<file path="src/rtl/branch_pkg.sv">
// Shared widths and the prediction-queue entry layout for the branch resolve unit.
package branch_pkg;

   localparam int unsigned PC_W   = 10;
   localparam int unsigned HIST_W = 3;

   typedef struct packed {
      logic [PC_W-1:0]   pc;
      logic [HIST_W-1:0] hist;
      logic              pred;
   } pred_entry_t;

   function automatic logic [HIST_W-1:0] hist_shift(input logic [HIST_W-1:0] h, input logic b);
      return {h[HIST_W-2:0], b};
   endfunction

endpackage

</file>
<file path="src/rtl/pred_fifo.sv">
// In-order queue of outstanding predictions; flush drops every entry at once.
module pred_fifo
   import branch_pkg::*;
#(
   parameter int unsigned DEPTH = 4
) (
   input  logic        clk,
   input  logic        rst_n,
   input  logic        push,
   input  logic        pop,
   input  logic        flush,
   input  pred_entry_t wr_entry,
   output pred_entry_t head,
   output logic        full,
   output logic        empty
);

   localparam int unsigned PTR_W = $clog2(DEPTH);

   pred_entry_t          mem [DEPTH];
   logic [PTR_W-1:0]     wr_ptr;
   logic [PTR_W-1:0]     rd_ptr;
   logic [PTR_W:0]       count;
   logic                 do_push;
   logic                 do_pop;

   assign full    = (count == (PTR_W+1)'(DEPTH));
   assign empty   = (count == '0);
   assign do_push = push && !full;
   assign do_pop  = pop && !empty;
   assign head    = mem[rd_ptr];

   always_ff @(posedge clk or negedge rst_n) begin
      if (!rst_n) begin
         wr_ptr <= '0;
         rd_ptr <= '0;
         count  <= '0;
         for (int unsigned i = 0; i < DEPTH; i++) mem[i] <= '0;
      end else if (flush) begin
         wr_ptr <= '0;
         rd_ptr <= '0;
         count  <= '0;
      end else begin
         if (do_push) begin
            mem[wr_ptr] <= wr_entry;
            wr_ptr      <= wr_ptr + PTR_W'(1);
         end
         if (do_pop) rd_ptr <= rd_ptr + PTR_W'(1);
         case ({do_push, do_pop})
            2'b10:   count <= count + (PTR_W+1)'(1);
            2'b01:   count <= count - (PTR_W+1)'(1);
            default: count <= count;
         endcase
      end
   end

endmodule

</file>
<file path="src/rtl/branch_resolve_unit.sv">
// Checks queued fetch predictions against execute outcomes, keeps speculative and
// committed global history, and drives the prediction-table update port.
module branch_resolve_unit
   import branch_pkg::*;
#(
   parameter int unsigned DEPTH = 4
) (
   input  logic              clk,
   input  logic              rst_n,
   input  logic              pred_valid,
   input  logic [PC_W-1:0]   pred_pc,
   input  logic              pred_taken,
   output logic              pred_ready,
   input  logic              res_valid,
   input  logic              res_taken,
   output logic              res_ready,
   output logic [HIST_W-1:0] ghr,
   output logic              upd_we,
   output logic [PC_W-1:0]   upd_pc,
   output logic [HIST_W-1:0] upd_history,
   output logic              upd_taken,
   output logic              mispredict,
   output logic [15:0]       mispredict_cnt
);

   pred_entry_t       head;
   pred_entry_t       new_entry;
   logic              full;
   logic              empty;
   logic              push;
   logic              pop;
   logic              mis;
   logic [HIST_W-1:0] cghr;
   logic [HIST_W-1:0] cghr_next;

   assign pred_ready = !full;
   assign res_ready  = !empty;
   assign push       = pred_valid && !full;
   assign pop        = res_valid && !empty;
   assign mis        = pop && (res_taken != head.pred);
   assign cghr_next  = hist_shift(cghr, res_taken);
   assign new_entry  = '{pc: pred_pc, hist: ghr, pred: pred_taken};

   // A mispredict flushes the queue; the FIFO gives flush priority, so a same-cycle push is dropped.
   pred_fifo #(.DEPTH(DEPTH)) u_fifo (
      .clk      (clk),
      .rst_n    (rst_n),
      .push     (push),
      .pop      (pop),
      .flush    (mis),
      .wr_entry (new_entry),
      .head     (head),
      .full     (full),
      .empty    (empty)
   );

   always_ff @(posedge clk or negedge rst_n) begin
      if (!rst_n) begin
         ghr            <= '0;
         cghr           <= '0;
         upd_we         <= 1'b0;
         upd_pc         <= '0;
         upd_history    <= '0;
         upd_taken      <= 1'b0;
         mispredict     <= 1'b0;
         mispredict_cnt <= '0;
      end else begin
         upd_we     <= pop;
         mispredict <= mis;
         if (pop) begin
            cghr        <= cghr_next;
            upd_pc      <= head.pc;
            upd_history <= head.hist;
            upd_taken   <= res_taken;
         end
         if (mis) begin
            ghr <= cghr_next;
            if (mispredict_cnt != '1) mispredict_cnt <= mispredict_cnt + 16'd1;
         end else if (push) begin
            ghr <= hist_shift(ghr, pred_taken);
         end
      end
   end

   a_no_res_when_empty : assert property (@(posedge clk) disable iff (!rst_n) !(res_valid && empty));

endmodule

</file>
<file path="config.mk">
export PLATFORM = sky130hd
export DESIGN_NAME = branch_resolve_unit
export DESIGN_NICKNAME = d
export VERILOG_FILES = /design/src/rtl/branch_pkg.sv /design/src/rtl/pred_fifo.sv /design/src/rtl/branch_resolve_unit.sv
export SDC_FILE = /design/constraint.sdc
export NUM_CORES = 1
export LEC_CHECK = 0
export ABC_AREA = 1
export CORE_ASPECT_RATIO = 0.6
export CORE_MARGIN = 2
export CORE_UTILIZATION = 50
export DETAILED_ROUTE_END_ITERATION = 10
export HOLD_SLACK_MARGIN = 0.12
export PLACE_DENSITY_LB_ADDON = 0.1
export SLEW_MARGIN = 20
export SYNTH_ARGS = -nofsm -noshare
export SYNTH_HDL_FRONTEND = slang
export SYNTH_HIERARCHICAL = 1
export SYNTH_SLANG_ARGS = --single-unit
</file>
<file path="constraint.sdc">
create_clock -name clk -period 3.32 [get_ports clk]
set_clock_uncertainty 0.2 [all_clocks]
set_input_delay 0.664 -clock clk [delete_from_list [all_inputs] [get_ports clk]]
set_output_delay 0.664 -clock clk [all_outputs]
set_load 0.01 [all_outputs]
</file>
==> results.yml <==
outcome:
  status: "complete, no violations"
logic_synthesis:
  syn-num-nets: 598
  synth.top_cells.by_area: "dfrtp_1, nand2_1, o21ai_2, nor2_1, o21ai_0"
  synth_seq_area_share: 0.507
  yosys.area.top_type_share: 0.507
  syn-cell-area_um2: 4880
  ys_dominant_reg_cell: "dfrtp_1"
  synth_seq_cells: 99
  yosys.area.top_type: "dfrtp_1"
  netlist_top_cells_count: "nand2_1, dfrtp_1, nor2_1"
  synth-edff-count: 0
  ys_warn_count: 6
  async_reset_ff_frac: 1.00
  yosysMostFrequentCell: "nand2_1"
  synthCells: 576
  yosysUniqueCellTypes: 30
  synth.avg_cell_area_um2: 8.48
timing:
  clock.fmax_mhz: 364
  hold_ws_ns: 0.126
  max_slew_margin: 0.586
  slew_viol_final: 0
  setup_violations: 0
  tightest_slew_ns: 0.621
  period_share: 0.828
  timing.final.hold_violations: 0
  period_minus_slack_ns: 2.75
  tns_ns: 0
  rsz0062_at_grt: "false"
run:
  maxCapViolCount: 0
layout:
  fin_cells: 761
  areaGrowthSynthToFinish_pct: 18.2
  fin_nets: 648
  antenna_cells: 0
  drive_gt1_frac: 0.122
global_routing:
  first_global_vias: 3873
  antenna_found_initial: 0
  grt_usage: 0.242
  grt_pass1_wl_um: 19800
  grt_max_degree: 46
  overflow: 0
floorplanning:
  die_h_um: 80.6
  num_rows: 27
  pin_count: 53
  dieArea_um2: 10600
  initial_core_util: 0.524
  core_um2: 9320
  fp.dieW_um: 132
clock_tree:
  clock_latency_ns: 0.35
  cts_tree: "done"
  htreeDepth: 3
  clk_pin_slew_ns: 0.07
  cts_made_buffers: 9
  cts_sinks: 99
  cts_root_buf: "clkbuf_16"
  cts_hold_buf: 0
  post_cts.repair.setup_buffers: 0
  cts_buffer_depth: 2
  ctsResizeCount: 0
place:
  gp_congestion: 0.847
  io_buffer_count: 52
  dp.final_hpwl_um: 8020
  placedCellCount: 745
drt:
  final_antenna_net_count: 0
  drt-total-wl_um: 11600
  wl_per_cell_um: 15.3
  dr.pass1.iters: 5
  vias: 4011
  drc_errors: 0
  drtIter0Drc: 349
  routed_via_density: 5.27
setup_path:
  path_class: "flip-flop to flip-flop"
  critPathArrivalTime_ns: 2.81
  start_kind: "flip-flop"
  critical_path_required_ns: 3.38
  worstPathMaxFanout: 28
  cp-end-kind: "flip-flop"
min_path:
  min_path_type: "input port to asynchronous set/reset pin"
power:
  power.leakage_nw: 2.75
  powerDensity_nw_per_um2: 935
  ir_drop_v: 0.000361
==> power by group <==
group,switching [mW],internal (mW),leakage (nW)
Sequential,0.403,1.71,1.26
Clock,0.471,0.614,0.155
Combinational,1.30,0.904,1.33
Total,2.17,3.23,2.75
==> registers in the layout (all words and copies together) (netlist names) <==
name and cells:
u_fifo/rd_ptr 2, upd_history 3, ghr 3, mispredict 1, u_fifo/wr_ptr 2, upd_pc 10
mispredict_cnt 16, u_fifo/count 3, u_fifo/mem 56, upd_we 1, cghr 2
==> per-layer routing <==
| layer | GRT usage | up-vias | wire length (um) |
|---|---|---|---|
| met5 | 0 | - | 0 |
| li1 | - | 1960 | - |
| met3 | 0.0568 | 11 | 828 |
| met2 | 0.370 | 131 | 5030 |
| met4 | 0.0685 | 0 | 125 |
| met1 | 0.346 | 1909 | 5660 |
==> through the flow <==
stage,power (mW),util,setup slack (ns),area (um2)
6_report,5.40,0.619,0.572,5770
5_1_grt,5.83,0.619,0.351,5770
4_1_cts,5.43,0.619,0.575,5770
3_5_place_dp,4.31,0.586,0.421,5460
3_3_place_gp,4.23,0.586,0.467,5460
2_1_floorplan,3.56,-,0.764,4880
==> worst paths after layout <==
path                                  start                end  slack [ns]  cells past startpoint
max in group asynchronous             rst_n  mispredict_cnt[3]        2.05                      2
hold / removal                        rst_n     u_fifo/mem[20]        0.13                      1
setup reg to reg           u_fifo/rd_ptr[1]     u_fifo/mem[31]        0.57                     10
min in group clk             u_fifo/mem[17]     u_fifo/mem[17]        0.28                      2
setup / recovery           u_fifo/rd_ptr[1]     u_fifo/mem[31]        0.57                     10
hold reg to reg              u_fifo/mem[17]     u_fifo/mem[17]        0.28                      2
==> placed cells by master (no fill, tap or decap), types with 14 or more instances in the layout <==
cell / count
nor2_1: 50
inv_1: 44
clkdlybuf4s50_1: 51
o22ai_1: 14
o21ai_1: 35
o21ai_0: 35
nand3_1: 15
o21ai_2: 28
nand2_1: 186
dfrtp_1: 99
==> cells by family after synthesis <==
group	synth area share
AOI/OAI and AO/OA	0.144
DFF	0.507
adders and majority gates	0.0169
buffers and inverters	0.0697
xor gates and xnor gates	0.0108
and+or+nand+nor	0.252
==> final cells by class <==
class                   count  area (um2)
fillers                   814        3550
repair buffers             60         578
flip-flops and latches     99        2480
clock buffers              10         239
multi-input cells         409        2070
inverters                  47         176
clock inverters             6        72.6
well taps                 130         163
==> critical path: stages (launching register included) <==
cell and delay, ns:
dfrtp_1 0.74, o21ai_0 0.20, o22ai_1 0.31, nor2_1 0.11
nor2_2 0.12, nand2_2 0.14, inv_2 0.23, nor2_8 0.10
nand2_4 0.28, nand2_1 0.10, o21ai_1 0.12
(Power assumes the default switching activity.)
